`config.mk`:
```
export PLATFORM = sky130hd
export DESIGN_NAME = id_ex_stage_flat
export DESIGN_NICKNAME = d
export VERILOG_FILES = /design/src/rtl/id_ex_stage_pkg.sv /design/src/rtl/id_ex_stage_if.sv /design/src/rtl/id_ex_stage_fwd_mux.sv /design/src/rtl/id_ex_stage.sv /design/src/flat_wrapper.sv
export SDC_FILE = /design/constraint.sdc
export NUM_CORES = 1
export LEC_CHECK = 0
export BUFFER_PORTS_ARGS = -buffer_cell sky130_fd_sc_hd__buf_2
export CAP_MARGIN = 15
export CORE_ASPECT_RATIO = 0.75
export CORE_MARGIN = 5
export CORE_UTILIZATION = 45
export DETAILED_ROUTE_END_ITERATION = 16
export GPL_TIMING_DRIVEN = 0
export PLACE_DENSITY = 0.94
export SLEW_MARGIN = 20
export SYNTH_ARGS = -nofsm -noshare
export SYNTH_HDL_FRONTEND = slang
export SYNTH_SLANG_ARGS = --single-unit
```
`constraint.sdc`:
```
create_clock -name clk -period 10 [get_ports clk]
set_clock_uncertainty 0.1 [all_clocks]
set_input_delay 2 -clock clk [delete_from_list [all_inputs] [get_ports clk]]
set_output_delay 2 -clock clk [all_outputs]
set_load 0.1 [all_outputs]
```
`src/rtl/id_ex_stage_pkg.sv`:
```
// id_ex_stage_pkg: ALU op codes and stage constants shared by the ID/EX
// register, its forwarding muxes and anything that decodes ALUctr.
package id_ex_stage_pkg;

  typedef enum logic [3:0] {
    ALU_ADD  = 4'b0000,
    ALU_ADDU = 4'b0001,
    ALU_SUB  = 4'b0010,
    ALU_SUBU = 4'b0011,
    ALU_AND  = 4'b0100,
    ALU_OR   = 4'b0101,
    ALU_XOR  = 4'b0110,
    ALU_NOR  = 4'b0111,
    ALU_SLT  = 4'b1010,
    ALU_SLTU = 4'b1011
  } alu_op_e;

  // A bubble runs addu on zero operands: harmless, never writes back.
  localparam alu_op_e ALU_NOP = ALU_ADDU;

  // Register 0 is hard-wired to zero and must never be a forwarding target.
  localparam int REG_ZERO = 0;

  // Width of the instruction immediate field.
  localparam int IMM_W = 16;

endpackage

```
`src/rtl/id_ex_stage_if.sv`:
```
// id_ex_stage_if: ID-side inputs, MEM/WB forwarding sources and the EX-side
// outputs of the ID/EX register. master = upstream pipeline, slave = stage.
interface id_ex_stage_if #(
  parameter int DW = 32,
  parameter int RW = 5
);
  // pipeline control
  logic          stall;
  logic          flush;

  // decoded instruction from ID
  logic          id_valid;
  logic [DW-1:0] id_rs_data;
  logic [DW-1:0] id_rt_data;
  logic [RW-1:0] id_rs;
  logic [RW-1:0] id_rt;
  logic [RW-1:0] id_dst;
  logic [15:0]   id_imm16;
  logic          id_ext_op;
  logic          id_alu_src;
  logic [3:0]    id_alu_ctr;
  logic          id_reg_write;

  // forwarding sources
  logic          mem_reg_write;
  logic          wb_reg_write;
  logic [RW-1:0] mem_dst;
  logic [RW-1:0] wb_dst;
  logic [DW-1:0] mem_result;
  logic [DW-1:0] wb_result;

  // to the ALU and EX/MEM
  logic [DW-1:0] ex_a;
  logic [DW-1:0] ex_b;
  logic [3:0]    ex_alu_ctr;
  logic [DW-1:0] ex_store_data;
  logic [RW-1:0] ex_dst;
  logic          ex_reg_write;
  logic          ex_valid;

  modport master (
    output stall, flush,
    output id_valid, id_rs_data, id_rt_data, id_rs, id_rt, id_dst,
    output id_imm16, id_ext_op, id_alu_src, id_alu_ctr, id_reg_write,
    output mem_reg_write, wb_reg_write, mem_dst, wb_dst, mem_result, wb_result,
    input  ex_a, ex_b, ex_alu_ctr, ex_store_data, ex_dst, ex_reg_write, ex_valid
  );

  modport slave (
    input  stall, flush,
    input  id_valid, id_rs_data, id_rt_data, id_rs, id_rt, id_dst,
    input  id_imm16, id_ext_op, id_alu_src, id_alu_ctr, id_reg_write,
    input  mem_reg_write, wb_reg_write, mem_dst, wb_dst, mem_result, wb_result,
    output ex_a, ex_b, ex_alu_ctr, ex_store_data, ex_dst, ex_reg_write, ex_valid
  );
endinterface

```
`src/rtl/id_ex_stage_fwd_mux.sv`:
```
// fwd_mux: picks one source operand from MEM, WB or the latched register
// data. MEM is younger than WB so it wins; register 0 never forwards.
// Forwarding exists only when ID_EX_FORWARD_EN is defined; otherwise the
// latched data passes straight through and the MEM/WB inputs are ignored.
module fwd_mux
  import id_ex_stage_pkg::*;
#(
  parameter int DW = 32,
  parameter int RW = 5
) (
  input  logic [RW-1:0] src_reg,
  input  logic [DW-1:0] reg_data,
  input  logic          mem_we,
  input  logic [RW-1:0] mem_dst,
  input  logic [DW-1:0] mem_data,
  input  logic          wb_we,
  input  logic [RW-1:0] wb_dst,
  input  logic [DW-1:0] wb_data,
  output logic [DW-1:0] fwd_data
);

`ifdef ID_EX_FORWARD_EN
  logic src_nz;
  logic mem_hit;
  logic wb_hit;

  // MEM first, then WB, else the value read in ID
  always_comb begin
    src_nz   = (src_reg != RW'(REG_ZERO));
    mem_hit  = mem_we && (mem_dst == src_reg) && src_nz;
    wb_hit   = wb_we  && (wb_dst  == src_reg) && src_nz;
    fwd_data = reg_data;
    if (mem_hit)     fwd_data = mem_data;
    else if (wb_hit) fwd_data = wb_data;
  end
`else
  logic unused_fwd;
  assign unused_fwd = ^{src_reg, mem_we, mem_dst, mem_data, wb_we, wb_dst, wb_data};

  // no forwarding: upstream stalls resolve hazards, operand is the latched data
  always_comb begin
    fwd_data = reg_data;
  end
`endif

endmodule

```
`src/rtl/id_ex_stage.sv`:
```
// id_ex_stage: ID/EX pipeline register feeding the 32-bit ALU.
// Latches decoded operands/control, sign/zero-extends the immediate at
// latch time, forwards MEM/WB results onto A, B and store data, and passes
// destination/write-enable on to EX/MEM. Edge priority: rst > flush > stall
// > load. Build option: ID_EX_FORWARD_EN enables MEM/WB forwarding.
module id_ex_stage
  import id_ex_stage_pkg::*;
#(
  parameter int DW = 32,
  parameter int RW = 5
) (
  input  logic          clk,
  input  logic          rst,
  id_ex_stage_if.slave  bus
);

  typedef struct packed {
    logic          valid;
    logic [DW-1:0] rs_data;
    logic [DW-1:0] rt_data;
    logic [RW-1:0] rs;
    logic [RW-1:0] rt;
    logic [RW-1:0] dst;
    logic [DW-1:0] ext_imm;
    logic          alu_src;
    logic [3:0]    alu_ctr;
    logic          reg_write;
  } stage_t;

  // Bubble: nothing valid, no write, addu on zeros, no register numbers.
  function automatic stage_t bubble();
    stage_t s;
    s         = '0;
    s.alu_ctr = ALU_NOP;
    return s;
  endfunction

  stage_t        stage_d, stage_q;
  logic [DW-1:0] rs_fwd;
  logic [DW-1:0] rt_fwd;
  logic [DW-1:0] id_ext_imm;

  fwd_mux #(.DW(DW), .RW(RW)) u_fwd_rs (
    .src_reg  (stage_q.rs),
    .reg_data (stage_q.rs_data),
    .mem_we   (bus.mem_reg_write),
    .mem_dst  (bus.mem_dst),
    .mem_data (bus.mem_result),
    .wb_we    (bus.wb_reg_write),
    .wb_dst   (bus.wb_dst),
    .wb_data  (bus.wb_result),
    .fwd_data (rs_fwd)
  );

  fwd_mux #(.DW(DW), .RW(RW)) u_fwd_rt (
    .src_reg  (stage_q.rt),
    .reg_data (stage_q.rt_data),
    .mem_we   (bus.mem_reg_write),
    .mem_dst  (bus.mem_dst),
    .mem_data (bus.mem_result),
    .wb_we    (bus.wb_reg_write),
    .wb_dst   (bus.wb_dst),
    .wb_data  (bus.wb_result),
    .fwd_data (rt_fwd)
  );

  // extend in ID so EX sees a full-width immediate with no extra logic
  always_comb begin
    id_ext_imm = {{(DW-IMM_W){bus.id_ext_op & bus.id_imm16[IMM_W-1]}}, bus.id_imm16};
  end

  // next contents: flush beats stall beats load
  always_comb begin
    stage_d = stage_q;
    if (bus.flush) begin
      stage_d = bubble();
    end else if (bus.stall) begin
      // Re-latch the forwarded operands so a result retiring from WB while
      // we wait is kept; without forwarding this is a plain hold.
      stage_d.rs_data = rs_fwd;
      stage_d.rt_data = rt_fwd;
    end else begin
      stage_d.valid     = bus.id_valid;
      stage_d.rs_data   = bus.id_rs_data;
      stage_d.rt_data   = bus.id_rt_data;
      stage_d.rs        = bus.id_rs;
      stage_d.rt        = bus.id_rt;
      stage_d.dst       = bus.id_dst;
      stage_d.ext_imm   = id_ext_imm;
      stage_d.alu_src   = bus.id_alu_src;
      stage_d.alu_ctr   = bus.id_alu_ctr;
      stage_d.reg_write = bus.id_reg_write & bus.id_valid;
    end
  end

  // stage register; reset drops straight to a bubble without a clock
  always_ff @(posedge clk or posedge rst) begin
    if (rst) stage_q <= bubble();
    else     stage_q <= stage_d;
  end

  // EX outputs: B takes the immediate when selected, store data is always rt
  always_comb begin
    bus.ex_a          = rs_fwd;
    bus.ex_b          = stage_q.alu_src ? stage_q.ext_imm : rt_fwd;
    bus.ex_alu_ctr    = stage_q.alu_ctr;
    bus.ex_store_data = rt_fwd;
    bus.ex_dst        = stage_q.dst;
    bus.ex_reg_write  = stage_q.reg_write & stage_q.valid;
    bus.ex_valid      = stage_q.valid;
  end

endmodule

```
`src/flat_wrapper.sv`:
```
// flat-port wrapper written by rule: the top's interface ports become plain ports
module id_ex_stage_flat import id_ex_stage_pkg::*;
#(
  parameter int DW = 32,
  parameter int RW = 5
)
  (clk, rst, bus_stall, bus_flush, bus_id_valid, bus_id_rs_data, bus_id_rt_data, bus_id_rs, bus_id_rt, bus_id_dst, bus_id_imm16, bus_id_ext_op, bus_id_alu_src, bus_id_alu_ctr, bus_id_reg_write, bus_mem_reg_write, bus_wb_reg_write, bus_mem_dst, bus_wb_dst, bus_mem_result, bus_wb_result, bus_ex_a, bus_ex_b, bus_ex_alu_ctr, bus_ex_store_data, bus_ex_dst, bus_ex_reg_write, bus_ex_valid);
  id_ex_stage_if #(.DW(DW), .RW(RW)) bus_i ();
  input  logic clk;
  input  logic rst;
  input wire logic [$bits(bus_i.stall)-1:0] bus_stall;
  input wire logic [$bits(bus_i.flush)-1:0] bus_flush;
  input wire logic [$bits(bus_i.id_valid)-1:0] bus_id_valid;
  input wire logic [$bits(bus_i.id_rs_data)-1:0] bus_id_rs_data;
  input wire logic [$bits(bus_i.id_rt_data)-1:0] bus_id_rt_data;
  input wire logic [$bits(bus_i.id_rs)-1:0] bus_id_rs;
  input wire logic [$bits(bus_i.id_rt)-1:0] bus_id_rt;
  input wire logic [$bits(bus_i.id_dst)-1:0] bus_id_dst;
  input wire logic [$bits(bus_i.id_imm16)-1:0] bus_id_imm16;
  input wire logic [$bits(bus_i.id_ext_op)-1:0] bus_id_ext_op;
  input wire logic [$bits(bus_i.id_alu_src)-1:0] bus_id_alu_src;
  input wire logic [$bits(bus_i.id_alu_ctr)-1:0] bus_id_alu_ctr;
  input wire logic [$bits(bus_i.id_reg_write)-1:0] bus_id_reg_write;
  input wire logic [$bits(bus_i.mem_reg_write)-1:0] bus_mem_reg_write;
  input wire logic [$bits(bus_i.wb_reg_write)-1:0] bus_wb_reg_write;
  input wire logic [$bits(bus_i.mem_dst)-1:0] bus_mem_dst;
  input wire logic [$bits(bus_i.wb_dst)-1:0] bus_wb_dst;
  input wire logic [$bits(bus_i.mem_result)-1:0] bus_mem_result;
  input wire logic [$bits(bus_i.wb_result)-1:0] bus_wb_result;
  output wire logic [$bits(bus_i.ex_a)-1:0] bus_ex_a;
  output wire logic [$bits(bus_i.ex_b)-1:0] bus_ex_b;
  output wire logic [$bits(bus_i.ex_alu_ctr)-1:0] bus_ex_alu_ctr;
  output wire logic [$bits(bus_i.ex_store_data)-1:0] bus_ex_store_data;
  output wire logic [$bits(bus_i.ex_dst)-1:0] bus_ex_dst;
  output wire logic [$bits(bus_i.ex_reg_write)-1:0] bus_ex_reg_write;
  output wire logic [$bits(bus_i.ex_valid)-1:0] bus_ex_valid;
  assign bus_i.stall = bus_stall;
  assign bus_i.flush = bus_flush;
  assign bus_i.id_valid = bus_id_valid;
  assign bus_i.id_rs_data = bus_id_rs_data;
  assign bus_i.id_rt_data = bus_id_rt_data;
  assign bus_i.id_rs = bus_id_rs;
  assign bus_i.id_rt = bus_id_rt;
  assign bus_i.id_dst = bus_id_dst;
  assign bus_i.id_imm16 = bus_id_imm16;
  assign bus_i.id_ext_op = bus_id_ext_op;
  assign bus_i.id_alu_src = bus_id_alu_src;
  assign bus_i.id_alu_ctr = bus_id_alu_ctr;
  assign bus_i.id_reg_write = bus_id_reg_write;
  assign bus_i.mem_reg_write = bus_mem_reg_write;
  assign bus_i.wb_reg_write = bus_wb_reg_write;
  assign bus_i.mem_dst = bus_mem_dst;
  assign bus_i.wb_dst = bus_wb_dst;
  assign bus_i.mem_result = bus_mem_result;
  assign bus_i.wb_result = bus_wb_result;
  assign bus_ex_a = bus_i.ex_a;
  assign bus_ex_b = bus_i.ex_b;
  assign bus_ex_alu_ctr = bus_i.ex_alu_ctr;
  assign bus_ex_store_data = bus_i.ex_store_data;
  assign bus_ex_dst = bus_i.ex_dst;
  assign bus_ex_reg_write = bus_i.ex_reg_write;
  assign bus_ex_valid = bus_i.ex_valid;
  id_ex_stage #(.DW(DW), .RW(RW)) u_core (.clk(clk), .rst(rst), .bus(bus_i));
endmodule
```
# Yosys cells after proc, flatten, opt, wreduce, memory -nomap -nowiden
# Index checks and enable logic that the tools add are counted.
# W data, S select, Z words.
[totals] output_inout_bits=107 inputBits=183 elab_cells=17 reg_bits=108
[op_classes] eq_ne=1 bitwise=3 muxes=5
[ops] op="$mux W118" count=1
[ops] op="$mux W64" count=1
[ops] op="$mux W53" count=1
[ops] op="$mux W32" count=1
[ops] op="$and A1 B1 Y1" count=3
[ops] op="$ne A2 B1 Y1 const B" count=1
[ops] op="$mux W1" count=1

# Depth between registers and ports, before layout
[depth] ltp_word=3 ltp_mapped=5 ltp_nobuf=2

# Cells and area by module
# Synthesis repeated with hierarchy kept, for this count alone.
[hier_totals] cells_unflattened=463 area_unflattened_um2=5112.4
[modules_own_cells] module="id_ex_stage" area_each_um2=4631.9 cells_each=399 seq_area_each_um2=2578.7 instances=1
[modules_own_cells] module="fwd_mux" area_each_um2=240.2 cells_each=32 seq_area_each_um2=0.0 instances=2

# Worst setup path after synthesis
# No wires, ideal clock.
[synth_path] path_kind="register to output" from="reg u_core.stage_q[5] in the netlist's numbering" to="out bus_ex_b[31]" required_time_ns=7.900 path_stages_with_launch=4 n_path_buf=2 path_slack_ns=5.128 t_arrival_ns=2.772 cell_sequence="dfrtp_1 > buf_2 > buf_2 > o21ai_0"
[synth_via] elab_chain_cells=1
[synth_lines] element="from (decl)" line="id_ex_stage.sv:38" text="stage_t stage_d, stage_q;"
[synth_lines] element="from (signal assigned)" line="id_ex_stage.sv:98" text="if (rst) stage_q <= bubble();"
[synth_lines] element="from (signal assigned)" line="id_ex_stage.sv:99" text="else stage_q <= stage_d;"
[synth_lines] element="$mux W32" line="id_ex_stage.sv:105" text="bus.ex_b = stage_q.alu_src ? stage_q.ext_imm : rt_fwd;"
[synth_lines] element="to (decl)" line="flat_wrapper.sv:31" text="output wire logic [$bits(bus_i.ex_b)-1:0] bus_ex_b;"
# No other way between the ends.

# Worst setup path in the final report
[layout_path] from="reg u_core.stage_q[5] in the netlist's numbering" to="out bus_ex_b[23]"
# The elaborated chain is that of the path after synthesis.

==> out/metrics.cfg <==
[setup_path]
timing.rr.end=u_core.stage_q[5]$_DFFE_PP0P_
required_ps=7900
path_class=flop to primary output
arrival_ps=1950
endpoint_kind=primary output
r2r_slack_ps=8780
critPathLaunch=u_core.stage_q[5]$_DFFE_PP0P_
reg2reg_from=u_core.stage_q[5]$_DFFE_PP0P_
worstRegToRegCells=4
cp-endpoint=bus_ex_b[23]
path_max_fanout=10
start_kind=flop

[die]
start_util_pct=46.0
design.die.area_mm2=0.0126
die_h_um=98.6
num_io_pins=290
design.core.area_mm2=0.0102
die_x_um=128
rows=32

[clocking]
clock_sinks=93
htreeDepth=3
clockBufferDepth=2
cts_resized=0
holdBufCountCts=0
clk_transition_reported_paths_ps=60
clockRootBuffer=clkbuf_16
clk_latency_ps=330
tritoncts=built
numCtsBuffers=9
post_cts_buffers=0

[synthesis]
netlist.top_cell.by_area=dfrtp_1
synthCells=431
synth_top_area_share_pct=48.8
ys_warn_count=0
synth_area_per_cell_um2=10.9
yosysSeqAreaShare_pct=49.4
synthesis.area_mm2=0.00471
ys_ff_latch=93
synth.top_cells.by_area=dfrtp_1, mux2i_1, buf_4
ys_types=18
synth_fp_nets=614

[route]
wl_per_cell_um=15.5
postRouteAntennaNets=0
drt-total-wl_mm=12.1
via_count=3723
drcViolationCount=0
drt_iter0_drc=137
firstDrtPassIters=4
viasPerCell=4.74

[sta]
slew_headroom_pct=65.0
final-hold-violation-count=0
worstMarginPinSlew_ps=526
clock.fmax_ghz=0.247
period_needed_ps=4050
fin_crit_sh_pct=40.5
slew_viol_final=0
rsz0062_at_grt=false
setup_tns_ps=0
finalWorstSetupSlack_ps=5950
setup-violations-final=0

[hold_path]
hold_class=flop to flop

[power_and_ir_drop]
power_uw=1070
leakage_uw=0.00364
ir_drop_uv=140
powerDensity_mw_per_mm2=173

[placement]
post-place-ws_ps=6290
portBuffers=201
globalplace.congestion=0.827
dp_hpwl_mm=9.58

[global_routing]
grt_start_max_net_pins=55
grt_pass1_wl_mm=19.6
antenna_found_initial=0
gr-total-overflow=0
gr-usage-all-layers_pct=19.2
grt_pass1_vias=3991

[layout]
mostFrequentLayoutCells=buf_2, dfrtp_1, mux2i_1, nor2_1, buf_4
final_common_cell=buf_2
syn2layout_area_growth_pct=31.5
drive_gt1_share_pct=49.6
nets=827
diodes=0

[run]
maxCapViolations=0

[run_status]
outcome=completed

final cells by class:
| type | instances | area [µm²] |
|---|---|---|
| well taps | 136 | 170 |
| multi-input cells | 222 | 1560 |
| flip-flops and latches | 93 | 2330 |
| clock buffers | 13 | 260 |
| clock inverters | 3 | 20.0 |
| fillers | 840 | 4050 |
| plain buffers | 99 | 764 |
| repair buffers | 202 | 1030 |
| inverters | 17 | 66.3 |
per-stage QoR:
stage	cells	hold WS (ps)	instance area, µm²	utilization [%]
2_1_floorplan	431	384	4710	-
3_3_place_gp	768	399	5890	57.5
3_5_place_dp	769	412	5920	57.8
4_1_cts	785	426	6200	60.5
5_1_grt	785	455	6200	60.5
6_report	785	420	6200	60.5
cell usage after synthesis:
cell,number
nor2b_1,1
mux2i_1,90
dfrtp_1,92
buf_8,1
inv_1,17
nand2_1,3
a21oi_1,2
nor2_1,90
clkbuf_1,11
a211o_1,1
and2_1,1
mux2_2,16
dfstp_2,1
buf_4,79
buf_12,5
buf_2,3
nand3b_1,2
o21ai_0,16
report_power, final:
part	leakage, µW	internal (µW)	switching, µW	total, µW
sequential	0.00123	398	13.9	411
combinational	0.00227	84.8	260	345
clock	0.000132	182	132	314
worst min path at each step:
stage               slack, ps                              to                           start  cells past startpoint
floorplan                 380  u_core.stage_q[10]$_DFFE_PP0P_  u_core.stage_q[10]$_DFFE_PP0P_                      2
global placement          400  u_core.stage_q[19]$_DFFE_PP0P_  u_core.stage_q[19]$_DFFE_PP0P_                      2
detailed placement        410   u_core.stage_q[8]$_DFFE_PP0P_   u_core.stage_q[8]$_DFFE_PP0P_                      2
CTS                       430   u_core.stage_q[8]$_DFFE_PP0P_   u_core.stage_q[8]$_DFFE_PP0P_                      2
global route              450  u_core.stage_q[86]$_DFFE_PP0P_  u_core.stage_q[86]$_DFFE_PP0P_                      2
finish                    420   u_core.stage_q[8]$_DFFE_PP0P_   u_core.stage_q[8]$_DFFE_PP0P_                      2
worst max-delay path, cell delays in order, from the launching register on:
cell      delay (ps)
dfrtp_1          320
buf_2            210
nand2_1          240
clkbuf_1         260
o21ai_0          130
buf_2            460
registers in the layout, indices dropped and copies added (netlist names):
signal and flops:
u_core.bus.ex_alu_ctr 4, u_core.bus.ex_valid 1, u_core.bus.ex_dst 5, u_core.stage_q 83
routing by layer:
layer,vias to the layer above,GRT usage [%],wire length (µm)
met5,-,0,0
met4,0,6.93,278
met3,20,4.88,760
met2,134,34.0,6150
met1,1818,22.7,4950
li1,1751,-,-
logic make-up (layout without fill, tap and decap cells):
family                 count (synthesis)  count (layout)  share of synthesized area [%]
muxes                                106             106                           22.9
DFF                                   93              93                           49.4
buffers and inverters                116             334                           17.6
and+or+nand+nor                       97              97                           7.99
AOI/OAI and AO/OA                     19              19                           2.10
No activity file was read; power rests on OpenSTA's default activity.
